## src/rtl/nec_ir_pkg.sv

```systemverilog
// Shared definitions for the NEC infrared receiver: FSM states, default
// pulse-width thresholds in 10 us ticks, and the frame integrity check.
package nec_ir_pkg;

    localparam int TICK_W     = 10;
    localparam int FRAME_BITS = 32;
    localparam int BIT_CNT_W  = 6;

    localparam int unsigned LEAD_MARK_MIN_DEF  = 800;
    localparam int unsigned LEAD_SPACE_MIN_DEF = 350;
    localparam int unsigned LEAD_SPACE_MAX_DEF = 600;
    localparam int unsigned MARK_MAX_DEF       = 100;
    localparam int unsigned BIT_ONE_MIN_DEF    = 112;
    localparam int unsigned SPACE_MAX_DEF      = 250;

    typedef enum logic [2:0] {
        ST_IDLE       = 3'd0,
        ST_LEAD_MARK  = 3'd1,
        ST_LEAD_SPACE = 3'd2,
        ST_BIT_MARK   = 3'd3,
        ST_BIT_SPACE  = 3'd4
    } nec_state_e;

    // Word layout is {~cmd, cmd, ~addr, addr}; both bytes must match their complements.
    function automatic logic frame_ok(input logic [FRAME_BITS-1:0] w);
        return (w[15:8] == ~w[7:0]) && (w[31:24] == ~w[23:16]);
    endfunction

endpackage

```

## src/rtl/ir_sync_edge.sv

```systemverilog
// Two-flop synchronizer for the asynchronous IR input plus a third flop that
// turns level changes into single-cycle fall and rise pulses.
module ir_sync_edge (
    input  logic clk,
    input  logic rst_n,
    input  logic ir,
    output logic fall,
    output logic rise
);

    logic ir_p0;
    logic ir_p1;
    logic ir_p2;

    // Presetting to 1 keeps the idle line from producing a spurious fall after reset.
    always_ff @(posedge clk or negedge rst_n) begin
        if (!rst_n) begin
            ir_p0 <= 1'b1;
            ir_p1 <= 1'b1;
            ir_p2 <= 1'b1;
        end else begin
            ir_p0 <= ir;
            ir_p1 <= ir_p0;
            ir_p2 <= ir_p1;
        end
    end

    assign fall = ir_p2 & ~ir_p1;
    assign rise = ~ir_p2 & ir_p1;

endmodule

```

## src/rtl/nec_ir_rx.sv

```systemverilog
// NEC infrared frame receiver: times marks and spaces in 10 us ticks, shifts in
// the 32-bit LSB-first frame and presents {address, command} on DO with READY.
module nec_ir_rx
    import nec_ir_pkg::*;
#(
    parameter int unsigned LEAD_MARK_MIN  = LEAD_MARK_MIN_DEF,
    parameter int unsigned LEAD_SPACE_MIN = LEAD_SPACE_MIN_DEF,
    parameter int unsigned LEAD_SPACE_MAX = LEAD_SPACE_MAX_DEF,
    parameter int unsigned MARK_MAX       = MARK_MAX_DEF,
    parameter int unsigned BIT_ONE_MIN    = BIT_ONE_MIN_DEF,
    parameter int unsigned SPACE_MAX      = SPACE_MAX_DEF
) (
    input  logic        CLK,
    input  logic        RESET_N,
    input  logic        CLK_10U,
    input  logic        CS,
    input  logic        IR,
    output logic        READY,
    output logic [15:0] DO
);

    localparam logic [TICK_W-1:0]    LM_MIN   = TICK_W'(LEAD_MARK_MIN);
    localparam logic [TICK_W-1:0]    LS_MIN   = TICK_W'(LEAD_SPACE_MIN);
    localparam logic [TICK_W-1:0]    LS_MAX   = TICK_W'(LEAD_SPACE_MAX);
    localparam logic [TICK_W-1:0]    BM_MAX   = TICK_W'(MARK_MAX);
    localparam logic [TICK_W-1:0]    ONE_MIN  = TICK_W'(BIT_ONE_MIN);
    localparam logic [TICK_W-1:0]    BS_MAX   = TICK_W'(SPACE_MAX);
    localparam logic [BIT_CNT_W-1:0] LAST_BIT = BIT_CNT_W'(FRAME_BITS - 1);

    function automatic logic [TICK_W-1:0] sat_inc(input logic [TICK_W-1:0] v);
        return (v == {TICK_W{1'b1}}) ? v : v + 1'b1;
    endfunction

    logic                    ir_fall;
    logic                    ir_rise;
    nec_state_e              state;
    nec_state_e              state_nxt;
    logic [TICK_W-1:0]       cnt;
    logic                    cnt_clr;
    logic [BIT_CNT_W-1:0]    bit_cnt;
    logic [BIT_CNT_W-1:0]    bit_cnt_nxt;
    logic [FRAME_BITS-1:0]   shift_q;
    logic [FRAME_BITS-1:0]   shift_nxt;
    logic [FRAME_BITS-1:0]   shifted;
    logic                    frame_done;

    ir_sync_edge u_sync (
        .clk   (CLK),
        .rst_n (RESET_N),
        .ir    (IR),
        .fall  (ir_fall),
        .rise  (ir_rise)
    );

    // Frame is LSB first, so each new bit enters at the MSB and the word shifts right.
    assign shifted = {(cnt >= ONE_MIN), shift_q[FRAME_BITS-1:1]};

    always_comb begin
        state_nxt   = state;
        bit_cnt_nxt = bit_cnt;
        shift_nxt   = shift_q;
        frame_done  = 1'b0;
        case (state)
            ST_IDLE: begin
                if (ir_fall) state_nxt = ST_LEAD_MARK;
            end
            ST_LEAD_MARK: begin
                if (ir_rise) state_nxt = (cnt >= LM_MIN) ? ST_LEAD_SPACE : ST_IDLE;
            end
            ST_LEAD_SPACE: begin
                if (ir_fall) begin
                    if (cnt >= LS_MIN) begin
                        state_nxt   = ST_BIT_MARK;
                        bit_cnt_nxt = '0;
                    end else begin
                        state_nxt = ST_IDLE;
                    end
                end else if (cnt >= LS_MAX) begin
                    state_nxt = ST_IDLE;
                end
            end
            ST_BIT_MARK: begin
                if (ir_rise) state_nxt = (cnt <= BM_MAX) ? ST_BIT_SPACE : ST_IDLE;
            end
            ST_BIT_SPACE: begin
                if (ir_fall) begin
                    shift_nxt   = shifted;
                    bit_cnt_nxt = bit_cnt + 1'b1;
                    if (bit_cnt == LAST_BIT) begin
                        frame_done = 1'b1;
                        state_nxt  = ST_IDLE;
                    end else begin
                        state_nxt = ST_BIT_MARK;
                    end
                end else if (cnt >= BS_MAX) begin
                    state_nxt = ST_IDLE;
                end
            end
            default: state_nxt = ST_IDLE;
        endcase
        cnt_clr = ir_fall | ir_rise | (state_nxt != state);
    end

    always_ff @(posedge CLK or negedge RESET_N) begin
        if (!RESET_N) begin
            state   <= ST_IDLE;
            cnt     <= '0;
            bit_cnt <= '0;
            shift_q <= '0;
        end else begin
            state   <= state_nxt;
            bit_cnt <= bit_cnt_nxt;
            shift_q <= shift_nxt;
            if (cnt_clr)
                cnt <= '0;
            else if (CLK_10U)
                cnt <= sat_inc(cnt);
        end
    end

    // A completing good frame takes priority over a simultaneous CS read.
    always_ff @(posedge CLK or negedge RESET_N) begin
        if (!RESET_N) begin
            READY <= 1'b0;
            DO    <= '0;
        end else if (frame_done && frame_ok(shifted)) begin
            READY <= 1'b1;
            DO    <= {shifted[7:0], shifted[23:16]};
        end else if (CS) begin
            READY <= 1'b0;
        end
    end

endmodule

```

## config.mk

```make
export PLATFORM = sky130hd
export DESIGN_NAME = nec_ir_rx
export DESIGN_NICKNAME = d
export VERILOG_FILES = /design/src/rtl/nec_ir_pkg.sv /design/src/rtl/ir_sync_edge.sv /design/src/rtl/nec_ir_rx.sv
export SDC_FILE = /design/constraint.sdc
export NUM_CORES = 1
export LEC_CHECK = 0
export ABC_CLOCK_PERIOD_IN_PS = 2650
export CAP_MARGIN = 20
export CORE_ASPECT_RATIO = 1.25
export CORE_UTILIZATION = 53
export DETAILED_ROUTE_END_ITERATION = 10
export PLACE_DENSITY = 0.86
export SYNTH_ARGS = -nofsm -noshare
export SYNTH_HDL_FRONTEND = slang
export SYNTH_SLANG_ARGS = --single-unit
export TNS_END_PERCENT = 20
```

## constraint.sdc

```tcl
create_clock -name CLK -period 2.65 [get_ports CLK]
set_input_delay 0.53 -clock CLK [delete_from_list [all_inputs] [get_ports CLK]]
set_output_delay 0.53 -clock CLK [all_outputs]
set_load 0.01 [all_outputs]
```

# Word-level counts from Yosys, hierarchy flattened

Cells that the tools add are included.

Word-level logic and storage cells: 71
Input bits: 5
Register bits after elaboration: 71
Output and inout port bits: 17

Order comparisons: 6
Equality and inequality tests: 13
Bitwise logic cells: 8
Reduce and logical (&&, ||, !) cells: 9
Muxes and demuxes: 24
Add/subtract/negate cells: 2

Operators by type and width:

| kind                  | count |
|---|---|
| $mux 10               | 3 |
| $mux 3                | 8 |
| $ge 10x10->1 const B  | 2 |
| $mux 6                | 3 |
| $eq 8x8->1            | 2 |
| $not 8->8             | 2 |
| $pmux 3 s5            | 1 |
| $pmux 6 s2            | 1 |
| $add 10x1->10 const B | 1 |
| $eq 10x10->1 const B  | 1 |
| $ge 10x7->1 const B   | 1 |
| $ge 10x8->1 const B   | 1 |
| $ge 10x9->1 const B   | 1 |
| $le 10x7->1 const B   | 1 |
| $ne 2x2->1 const B    | 4 |
| $add 6x1->6 const B   | 1 |
| $eq 3x2->1 const B    | 2 |
| $eq 6x5->1 const B    | 1 |
| $mux 2                | 3 |
| $reduce_bool 2->1     | 3 |
| $mux 1                | 5 |
| $reduce_and 2->1      | 2 |
| $reduce_and 4->1      | 1 |
| $eq 3x1->1 const B    | 1 |
| other kinds (7)       | 11 |

# Logic depth before layout (Yosys ltp)

Gate-level depths: netlist (run 1).

Word-level depth: 8
Depth in mapped cells: 8
Gate-level depth less buffers: 8

# Modules after synthesis

A second synthesis (run 1) with hierarchy kept.

Cell total of the unflattened synthesis: 268
Area, all modules: 3,377.0 µm²

Modules (own cells, without submodules):

| module       | area an instance (µm²) | times used | cells an instance | seq. area each (µm²) |
|---|---|---|---|---|
| nec_ir_rx    | 3,283.1                | 1          | 263               | 1,676.6 |
| ir_sync_edge | 93.8                   | 1          | 5                 | 78.8 |

# Worst setup path after synthesis (run 1)

OpenSTA, ideal clock, no wires.

Path kind: reg2reg
Start point: register cnt[9]
End point: register DO[0]
Setup slack: -0.111 ns
Required time: 2.525 ns
Path buffers: 2
Setup time: 0.125 ns
Stages on the path, launching flop included: 9
Arrival time: 2.636 ns
Clock period less this slack: 2.761 ns
Cell sequence: dfrtp_1 > buf_4 > or3_4 > a31oi_2 > xor2_1 > or4_4 > nor4_4 > buf_8 > mux2_4

Word-level cells in the longest chain between the ends: 4

Ends and longest elaborated chain:

| item                   | line             | RTL |
|---|---|---|
| from (decl)            | nec_ir_rx.sv:38  | `logic [TICK_W-1:0] cnt;` |
| from (signal assigned) | nec_ir_rx.sv:117 | `cnt <= sat_inc(cnt);` |
| $ge 10x7->1            | nec_ir_rx.sv:56  | `assign shifted = {(cnt >= ONE_MIN), shift_q[FRAME_BITS-1:1]};` |
| $eq 8x8->1             | nec_ir_pkg.sv:26 | `return (w[15:8] == ~w[7:0]) && (w[31:24] == ~w[23:16]);` |
| $logic_and 1x1->1      | nec_ir_pkg.sv:26 |  |
| $logic_and 1x1->1      | nec_ir_rx.sv:126 | `end else if (frame_done && frame_ok(shifted)) begin` |
| to (signal assigned)   | nec_ir_rx.sv:128 | `DO <= {shifted[7:0], shifted[23:16]};` |
| to (decl)              | nec_ir_rx.sv:19  | `output logic [15:0] DO` |

Every way passes these cells.
A chain may end at the register's enable or synchronous reset.

# Worst setup path in the final report (run 1)

Start point: register u_sync.ir_p2
End point: register DO[4]

Word-level cells in the longest chain between the ends: 4

Ends and longest elaborated chain:

| item                   | line               | RTL |
|---|---|---|
| from (decl)            | ir_sync_edge.sv:13 | `logic ir_p2;` |
| from (signal assigned) | ir_sync_edge.sv:24 | `ir_p2 <= ir_p1;` |
| $and 1x1->1            | ir_sync_edge.sv:28 | `assign fall = ir_p2 & ~ir_p1;` |
| $mux 1                 | nec_ir_rx.sv:86    | `if (ir_fall) begin` |
| $mux 1                 | nec_ir_rx.sv:63    | `case (state)` |
| $logic_and 1x1->1      | nec_ir_rx.sv:126   |  |

Every way passes these cells.

==> flow_summary.yaml, run 1 <==
cts:
  cts_hold_buf: 0
  clk_latency_ns: 0.35
  htreeDepth: 3
  cts_made_buffers: 9
  cts_sinks: 70
  ctsRootBufferMaster: "clkbuf_8"
  cts_tree: "built"
  clkTransAtPathRegs_ns: 0.07
  clk_path_buf_depth: 2
yosys:
  yosys_register_bits: 70
  ys_seq_area_share_pct: 52.7
  postSynthCellCount: 268
  synth_top_area_cell: "dfrtp_1"
  synth_flop_cell: "dfrtp_1"
  yosys-top-cells-area: "dfrtp_1 50%, mux2_2 13%, xor2_1 5.3%, mux2_4 4.1%, nor3_1 2.4%"
  synth_edf_count: 0
  synth_nets: 278
  netlist_area_mm2: 0.00333
  ys_types: 45
  yosysTopAreaCellShare_pct: 50.3
  yosys_warnings: 0
  async_flop_share_pct: 100
  avgSynthCellArea_um2: 12.4
drt:
  via_per_inst: 5.62
  route.detailed.drc: 0
  vias: 2169
  wire_per_inst_um: 15.8
  first_iter_violations: 180
  firstDrtPassIters: 4
  antenna_left: 0
  finalWirelength_mm: 6.11
worst_setup_path:
  critical_path_class: "reg2reg"
  r2r_end: "DO[4]$_DFFE_PN0P_"
  required_ns: 2.88
  worstPathArrival_ns: 2.74
  ff2ff_path_depth: 7
  crit_path_start_kind: "register"
  endpoint_kind: "register"
  cp_max_fo: 8
  reg2reg_slack_ns: 0.13
  r2r-start: "u_sync.ir_p2$_DFF_PN1_"
timing:
  period_needed_ns: 2.52
  rsz0062_at_grt: "false"
  slew_viol_final: 0
  final-setup-viol-count: 0
  post-route-period-util_pct: 95.0
  tns_ns: 0
  slew_headroom_pct: 58.6
  worstMarginPinSlew_ns: 0.621
  finalHoldViolCount: 0
  skew_ns: 0.0104
  fmax_ghz: 0.397
placement:
  post-dp-hpwl_mm: 4.30
  gp_congestion: 0.854
  port_buffers: 21
power:
  finalPower_mw: 1.96
  powerDensity_mw_per_mm2: 512
  ir_worst_vdd_v: 0.000471
  p_leak_nw: 1.84
finish:
  layout.cells.most_common_list: "67 x dfrtp_1, 38 x mux2_2, 20 x xor2_1, 20 x clkdlybuf4s50_1, 16 x nor3_1"
  fillers: 445
  drive_above_1_share_pct: 27.6
  nets: 309
  syn2layout_area_growth_pct: 15.0
  diodes: 0
  fin_util_pct: 64.6
  layout_commonest_cell: "dfrtp_1"
floorplanning:
  die_y_um: 90.7
  initial_utilization_pct: 56.2
  fp.coreArea_mm2: 0.00593
  die_w_um: 72.9
  io_pins: 22
  die_area_mm2: 0.00661
  rows: 31
grt:
  grt_max_degree: 35
  antenna_found_initial: 0
  grt_pass1_wl_mm: 10.2
  grt_pass1_vias: 2137
  gr-total-overflow: 0
  grt_usage_pct: 20.6
status:
  status: "finished clean"
min_path:
  hp-class: "in2async"
flow_run:
  maxCapViolCount: 0
[metrics by stage]
stage | std cells | area (um2) | hold WS, ns | setup slack, ns
after global routing | 386 | 3830 | 0.231 | 0.0336
after global placement | 370 | 3640 | 0.347 | 0.221
final | 386 | 3830 | 0.193 | 0.132
after CTS | 386 | 3820 | 0.193 | 0.115
after floorplan | 268 | 3330 | 0.234 | 0.0260
after detailed placement | 370 | 3640 | 0.348 | 0.139
[metal layers]
layer	vias up	wire length [um]	track usage (%)
li1	1027	-	-
met1	1093	2600	26.6
met2	40	3190	33.0
met3	9	215	5.13
met4	0	101	8.33
met5	-	0	0
[power breakdown]
part           total, mW  switching, mW  internal [mW]  leakage, nW
Combinational     0.0815         0.0543         0.0273        0.783
Sequential          1.09        0.00846           1.08        0.966
Clock              0.794          0.381          0.414       0.0954
Total               1.96          0.443           1.52         1.84
[critical path, stage by stage, from the launching register on]
cell and delay [ns]:
dfstp_2 0.53, ha_1 0.27, nor2b_1 0.22, nand2_1 0.10, or4_4 0.53, nor4_4 0.17, buf_4 0.23, mux2_2 0.35
[worst max path at each step]
stage / slack, ns / end / depth (start not counted) / start
detailed placement: 0.14 / cnt[7]$_DFFE_PN0P_ / 7 / u_sync.ir_p2$_DFF_PN1_
global route: 0.03 / DO[5]$_DFFE_PN0P_ / 7 / u_sync.ir_p2$_DFF_PN1_
finish: 0.13 / DO[4]$_DFFE_PN0P_ / 7 / u_sync.ir_p2$_DFF_PN1_
floorplan: 0.03 / DO[0]$_DFFE_PN0P_ / 8 / cnt[9]$_DFFE_PN0P_
global placement: 0.22 / DO[13]$_DFFE_PN0P_ / 7 / u_sync.ir_p2$_DFF_PN1_
CTS: 0.12 / cnt[7]$_DFFE_PN0P_ / 7 / u_sync.ir_p2$_DFF_PN1_
[final cells by class]
class,count,area [um2],area share [%]
inverter,11,41.3,1.08
sequential,70,1760,45.8
multi-input combinational,176,1450,37.9
tap,82,103,2.68
clock inverter,3,17.5,0.457
timing repair buffer,31,293,7.64
clock buffer,13,169,4.41
[flip-flops by register name (all words and copies together), names as in the netlist, 3 cells and up]
register / count
bit_cnt: 6
state: 3
DO: 16
cnt: 10
shift_q: 31
[Yosys cell counts, types with 6 or more instances]
library cell / number
dfrtp_1: 67
mux2_2: 38
xor2_1: 20
nor3_1: 16
nand2_1: 12
inv_1: 11
mux2_4: 9
nand4_1: 9
nor2_1: 8
o21ai_0: 8
nand3_1: 7
xnor2_1: 6
[what timing repair did]
item,4_1_cts,5_1_grt
endpoints found under the setup margin,0,10
buffers inserted,0,0
resized for setup,0,1
[kinds of logic after synthesis]
group	synth area share (%)
adder cells (fa/ha/maj)	1.88
AND/OR/NAND/NOR	11.6
XOR/XNOR	6.83
multiplexers	17.2
flip-flops	52.7
AO/OA/AOI/OAI	5.86
buffers and inverters	3.94
(Power assumes the default switching activity.)
==> run 2: changes to the inputs <==
Settings changed: CORE_UTILIZATION 53 to 55, DONT_BUFFER_PORTS set to 1, PLACE_DENSITY 0.86 to 0.83.
==> run 2 against run 1 <==
Final cell count down 9.8%. Via count shrank 2.4%. Wire length fell by 1.9%. Core utilization fell by 2.8 points. Die area down 3.5%. Combinational power down 7.2%.
==> flow_summary.yaml, run 2 (synthesis gave the netlist of run 1 again) <==
flow_run:
  maxCapViolCount: 0
status:
  status: "finished clean"
grt:
  grt_usage_pct: 20.8
  grt_pass1_vias: 2126
  grt_pass1_wl_mm: 10.0
  antenna_found_initial: 0
  grt_max_degree: 68
  gr-total-overflow: 0
finish:
  top_register: "shift_q"
  final_cell_count_no_fill: 348
  design_area_mm2: 0.00359
  syn2layout_area_growth_pct: 7.77
  layout.cells.most_common_list: "67 x dfrtp_1, 38 x mux2_2, 20 x xor2_1"
  layout_commonest_cell: "dfrtp_1"
  fillers: 442
  largest_reg_flops: 31
  nets: 287
  diodes: 0
  reg_top3: "shift_q x31, DO x16, cnt x10"
  drive_above_1_share_pct: 28.0
floorplanning:
  die_w_um: 71.6
  rows: 31
  fp.coreArea_mm2: 0.00582
  die_area_mm2: 0.00638
  initial_utilization_pct: 57.3
  die_y_um: 89.0
  io_pins: 22
worst_setup_path:
  cp_max_fo: 8
  cp.buffers_inverters: 1
  crit_path_max_incr_delay_ns: 0.51
  crit_family: "simple AND/OR/NAND/NOR gates"
  cp.depth: 7
  worstPathArrival_ns: 2.73
  slowest_stage: "or4_4"
  ff2ff_path_depth: 7
  critical_path_class: "reg2reg"
  cp_cell_sequence: "or3_4, a31oi_2, xor2_1, or4_4, nor4_4, buf_4, mux2_2"
  crit_path_start_kind: "register"
  required_ns: 2.87
  endpoint_kind: "register"
timing:
  final-setup-viol-count: 0
  fmax_ghz: 0.399
  slew_headroom_pct: 66.3
  tns_ns: 0
  worstMarginPinSlew_ns: 0.493
  slew_viol_final: 0
  post-route-period-util_pct: 94.6
  skew_ns: 0.00792
  rsz0062_at_grt: "false"
  period_needed_ns: 2.51
  finalHoldViolCount: 0
drt:
  firstDrtPassIters: 4
  wire_per_inst_um: 17.2
  antenna_left: 0
  route.detailed.drc: 0
  via_per_inst: 6.08
  finalWirelength_mm: 5.99
  first_iter_violations: 152
  vias: 2116
cts:
  clk_path_buf_depth: 2
  htreeDepth: 3
  clk_latency_ns: 0.34
  clkTransAtPathRegs_ns: 0.07
  ctsRootBufferMaster: "clkbuf_8"
  cts_made_buffers: 9
  cts_tree: "built"
  cts_sinks: 70
power:
  p_seq_share_pct: 56.9
  ir_worst_vdd_v: 0.000584
  power.switching_uw: 416
  finalPower_mw: 1.91
  switching_share_pct: 21.8
  p_int_mw: 1.49
  p_clk_share_pct: 39.1
  comb_power_share_pct: 4.0
  powerDensity_mw_per_mm2: 531
  p_leak_nw: 1.76
placement:
  placed_cell_area_mm2: 0.00339
  dp.cells: 331
  post-dp-hpwl_mm: 4.09
  port_buffers: 0
  gp_congestion: 0.819
min_path:
  hp-class: "in2async"
[run 2: metal layers]
metal / share of wire [%] / track usage, %
met1: 43 / 26.8
met2: 51 / 33.9
met3: 4.0 / 4.06
met4: 2.1 / 10.5
met5: 0 / 0
[run 2: what timing repair did]
action | in CTS | in global routing
hold endpoints to repair | 67 | 0
gates resized for setup | 0 | 1
setup endpoints to repair | 0 | 10
setup buffers | 0 | 0
hold buffers | 1 | 0
[run 2: final cells by class]
cell class | count | area, um2 | area share [%]
clock buffers | 15 | 166 | 4.63
clock inverters | 1 | 5.00 | 0.139
inverters | 11 | 41.3 | 1.15
multi-input cells | 176 | 1450 | 40.5
flip-flops and latches | 70 | 1760 | 48.9
well taps | 66 | 82.6 | 2.30
repair buffers | 9 | 87.6 | 2.44
[run 2: through the flow]
step | worst slack, ns | hold WS, ns | utilization, %
floorplan | 0.0260 | 0.234 | -
global placement | 0.208 | 0.238 | 58.2
detailed placement | 0.156 | 0.238 | 58.2
CTS | 0.129 | 0.0175 | 61.6
global route | 0.00562 | 0.0141 | 61.7
finish | 0.143 | 0.0315 | 61.7
[run 2: power groups by stage]
stage	registers, mW	logic (mW)	clock network (mW)
after floorplan	1.10	0.0401	0
after global placement	1.11	0.0486	0
after detailed placement	1.11	0.0524	0
after CTS	1.09	0.0763	0.763
after global routing	1.09	0.0860	0.802
final	1.09	0.0756	0.747
[run 2: path summary, 6_finish.rpt]
path                                         from                     end  slack [ns]
setup / recovery               cnt[9]$_DFFE_PN0P_       DO[8]$_DFFE_PN0P_        0.14
hold / removal                            RESET_N  u_sync.ir_p1$_DFF_PN1_        0.03
setup reg to reg               cnt[9]$_DFFE_PN0P_       DO[8]$_DFFE_PN0P_        0.14
hold reg to reg            u_sync.ir_p0$_DFF_PN1_  u_sync.ir_p1$_DFF_PN1_        0.36
max in group asynchronous                 RESET_N  shift_q[5]$_DFFE_PN0P_        2.32
min in group CLK                               IR  u_sync.ir_p0$_DFF_PN1_        0.18
==> run 3: changes to the inputs <==
Settings changed: SYNTH_HIERARCHICAL set to 1.
==> run 3 against run 2 <==
Clock power up 27%. Power up 11%. Synthesized cell count is the same.
==> flow_summary.yaml, run 3 <==
status:
  status: "finished clean"
cts:
  ctsResizeCount: 0
  cts_sinks: 70
  cts_made_buffers: 9
  clkTransAtPathRegs_ns: 0.08
  clk_latency_ns: 0.34
  htreeDepth: 3
  cts_tree: "built"
  clk_path_buf_depth: 2
  ctsRootBufferMaster: "clkbuf_8"
  cts_setup_buffers: 0
floorplanning:
  die_w_um: 72.1
  initial_utilization_pct: 57.7
  die_y_um: 89.6
  die_area_mm2: 0.00646
  fp.coreArea_mm2: 0.00586
  rows: 31
  io_pins: 22
timing:
  final-setup-viol-count: 0
  whs_ns: 0.0564
  period_needed_ns: 2.34
  worstMarginPinSlew_ns: 0.644
  finalHoldViolCount: 0
  fmax_ghz: 0.427
  slew_headroom_pct: 56.5
  skew_ns: 0.0100
  rsz0062_at_grt: "false"
  post-route-period-util_pct: 88.5
  slew_viol_final: 0
  tns_ns: 0
grt:
  grt_max_degree: 68
  grt_usage_pct: 21.8
  grt_pass1_wl_mm: 10.4
  gr-total-overflow: 0
  antenna_found_initial: 0
  grt_pass1_vias: 2156
yosys:
  synth_commonest_cells: "67 x dfrtp_1, 37 x mux2_2, 17 x xor2_1"
  synth_flop_cell: "dfrtp_1"
  synth_edf_count: 0
  avgSynthCellArea_um2: 12.6
  ys_seq_area_share_pct: 52.0
  postSynthCellCount: 268
  synth_nets: 276
  yosys_register_bits: 70
  netlist_area_mm2: 0.00338
  yosysTopAreaCellShare_pct: 49.6
  ys_types: 53
  async_flop_share_pct: 100
  yosys_warnings: 6
  synth_top_area_cell: "dfrtp_1"
  synth_most_common_cell: "dfrtp_1"
  yosys-top-cells-area: "dfrtp_1 50%, mux2_2 12%, xor2_1 4.4%, mux2_4 4.0%, dfstp_2 2.3%"
drt:
  via_per_inst: 5.89
  firstDrtPassIters: 4
  first_iter_violations: 216
  wire_per_inst_um: 17.5
  route.detailed.drc: 0
  vias: 2102
  finalWirelength_mm: 6.25
  antenna_left: 0
power:
  power.switching_uw: 458
  comb_power_share_pct: 3.2
  switching_share_pct: 21.7
  p_seq_share_pct: 51.8
  p_clk_share_pct: 45.1
  p_leak_nw: 1.75
  p_int_mw: 1.65
  ir_worst_vdd_v: 0.000411
  powerDensity_mw_per_mm2: 574
worst_setup_path:
  r2r_end: "DO[2]$_DFFE_PN0P_"
  slowest_stage: "dfstp_2"
  cp_cell_sequence: "nor2b_1, nand2_1, nor3_1, nand4_4, buf_4, mux2_4"
  cp_max_fo: 11
  reg2reg_slack_ns: 0.31
  crit_path_max_incr_delay_ns: 0.53
  r2r-start: "u_sync/ir_p2$_DFF_PN1_"
  ff2ff_path_depth: 6
  critical_path_class: "reg2reg"
  worstPathArrival_ns: 2.57
  crit_path_start_kind: "register"
  endpoint_kind: "register"
  required_ns: 2.87
placement:
  post-dp-hpwl_mm: 3.96
  gp_congestion: 0.917
  dp.cells: 339
  port_buffers: 0
finish:
  nets: 278
  diodes: 0
  drive_above_1_share_pct: 29.5
  top_register: "shift_q"
  largest_reg_flops: 31
  layout.cells.most_common_list: "67 x dfrtp_1, 37 x mux2_2, 17 x xor2_1"
  final_cell_count_no_fill: 357
  layout_commonest_cell: "dfrtp_1"
  reg_top3: "shift_q x31, DO x16, cnt x10"
  syn2layout_area_growth_pct: 8.86
flow_run:
  maxCapViolCount: 0
min_path:
  hp-class: "in2async"
[run 3: routing by layer]
layer | up-vias | GRT usage, % | routed length [um]
met5 | - | 0 | 0
met4 | 0 | 12.7 | 226
met3 | 25 | 6.36 | 277
met2 | 65 | 35.3 | 3180
met1 | 1051 | 26.1 | 2560
li1 | 961 | - | -
[run 3: critical path, delay by kind of cell, from the launching register on]
family,cells,cell delay [ns]
and+or+nand+nor,4,1.11
muxes,1,0.31
buffers and inverters,1,0.28
DFF,1,0.53
[run 3: kinds of logic after synthesis]
group                      Yosys count  share of synthesized area, %
muxes                               48                          16.9
buffers and inverters               21                          3.78
DFF                                 70                          52.0
AOI/OAI and AO/OA                   30                          6.85
adders and majority gates            3                          1.11
xor gates and xnor gates            26                          6.74
and+or+nand+nor                     70                          12.6
[run 3: layout make-up]
cell class / count / area (um2)
sequential: 70 / 1760
inverter: 8 / 30.0
multi-input combinational: 177 / 1500
clock buffer: 10 / 138
timing repair buffer: 4 / 65.1
clock inverter: 6 / 85.1
fill: 439 / 2180
tap: 82 / 103
[run 3: repair_timing]
item | CTS | global route
endpoints found under the hold margin | 67 | 3
endpoints found under the setup margin | 0 | 0
hold buffers | 1 | 1
[run 3: power groups by stage]
stage | sequential, mW | combinational [mW] | clock (mW)
6_report | 1.09 | 0.0667 | 0.952
5_1_grt | 1.09 | 0.0749 | 1.02
4_1_cts | 1.09 | 0.0653 | 0.966
3_5_place_dp | 1.11 | 0.0403 | 0
3_3_place_gp | 1.11 | 0.0381 | 0
2_1_floorplan | 1.11 | 0.0330 | 0
[run 3: how the worst max path moves through the flow]
stage	startpoint	endpoint	slack, ns	depth (start not counted)
floorplan	u_sync/ir_p2$_DFF_PN1_	shift_q[10]$_DFFE_PN0P_	0.55	5
global placement	u_sync/ir_p2$_DFF_PN1_	DO[4]$_DFFE_PN0P_	0.41	6
detailed placement	u_sync/ir_p2$_DFF_PN1_	DO[15]$_DFFE_PN0P_	0.33	6
CTS	u_sync/ir_p2$_DFF_PN1_	DO[2]$_DFFE_PN0P_	0.29	6
global route	u_sync/ir_p2$_DFF_PN1_	DO[1]$_DFFE_PN0P_	0.06	6
finish	u_sync/ir_p2$_DFF_PN1_	DO[2]$_DFFE_PN0P_	0.31	6
[run 3: through the flow]
stage / total power [mW] / instance area, um2 / worst slack (ns) / utilization, %
final: 2.11 / 3680 / 0.306 / 62.8
after floorplan: 1.14 / 3380 / 0.549 / -
after global placement: 1.15 / 3420 / 0.411 / 58.3
after CTS: 2.12 / 3670 / 0.293 / 62.6
after detailed placement: 1.15 / 3420 / 0.329 / 58.3
after global routing: 2.19 / 3680 / 0.0635 / 62.8
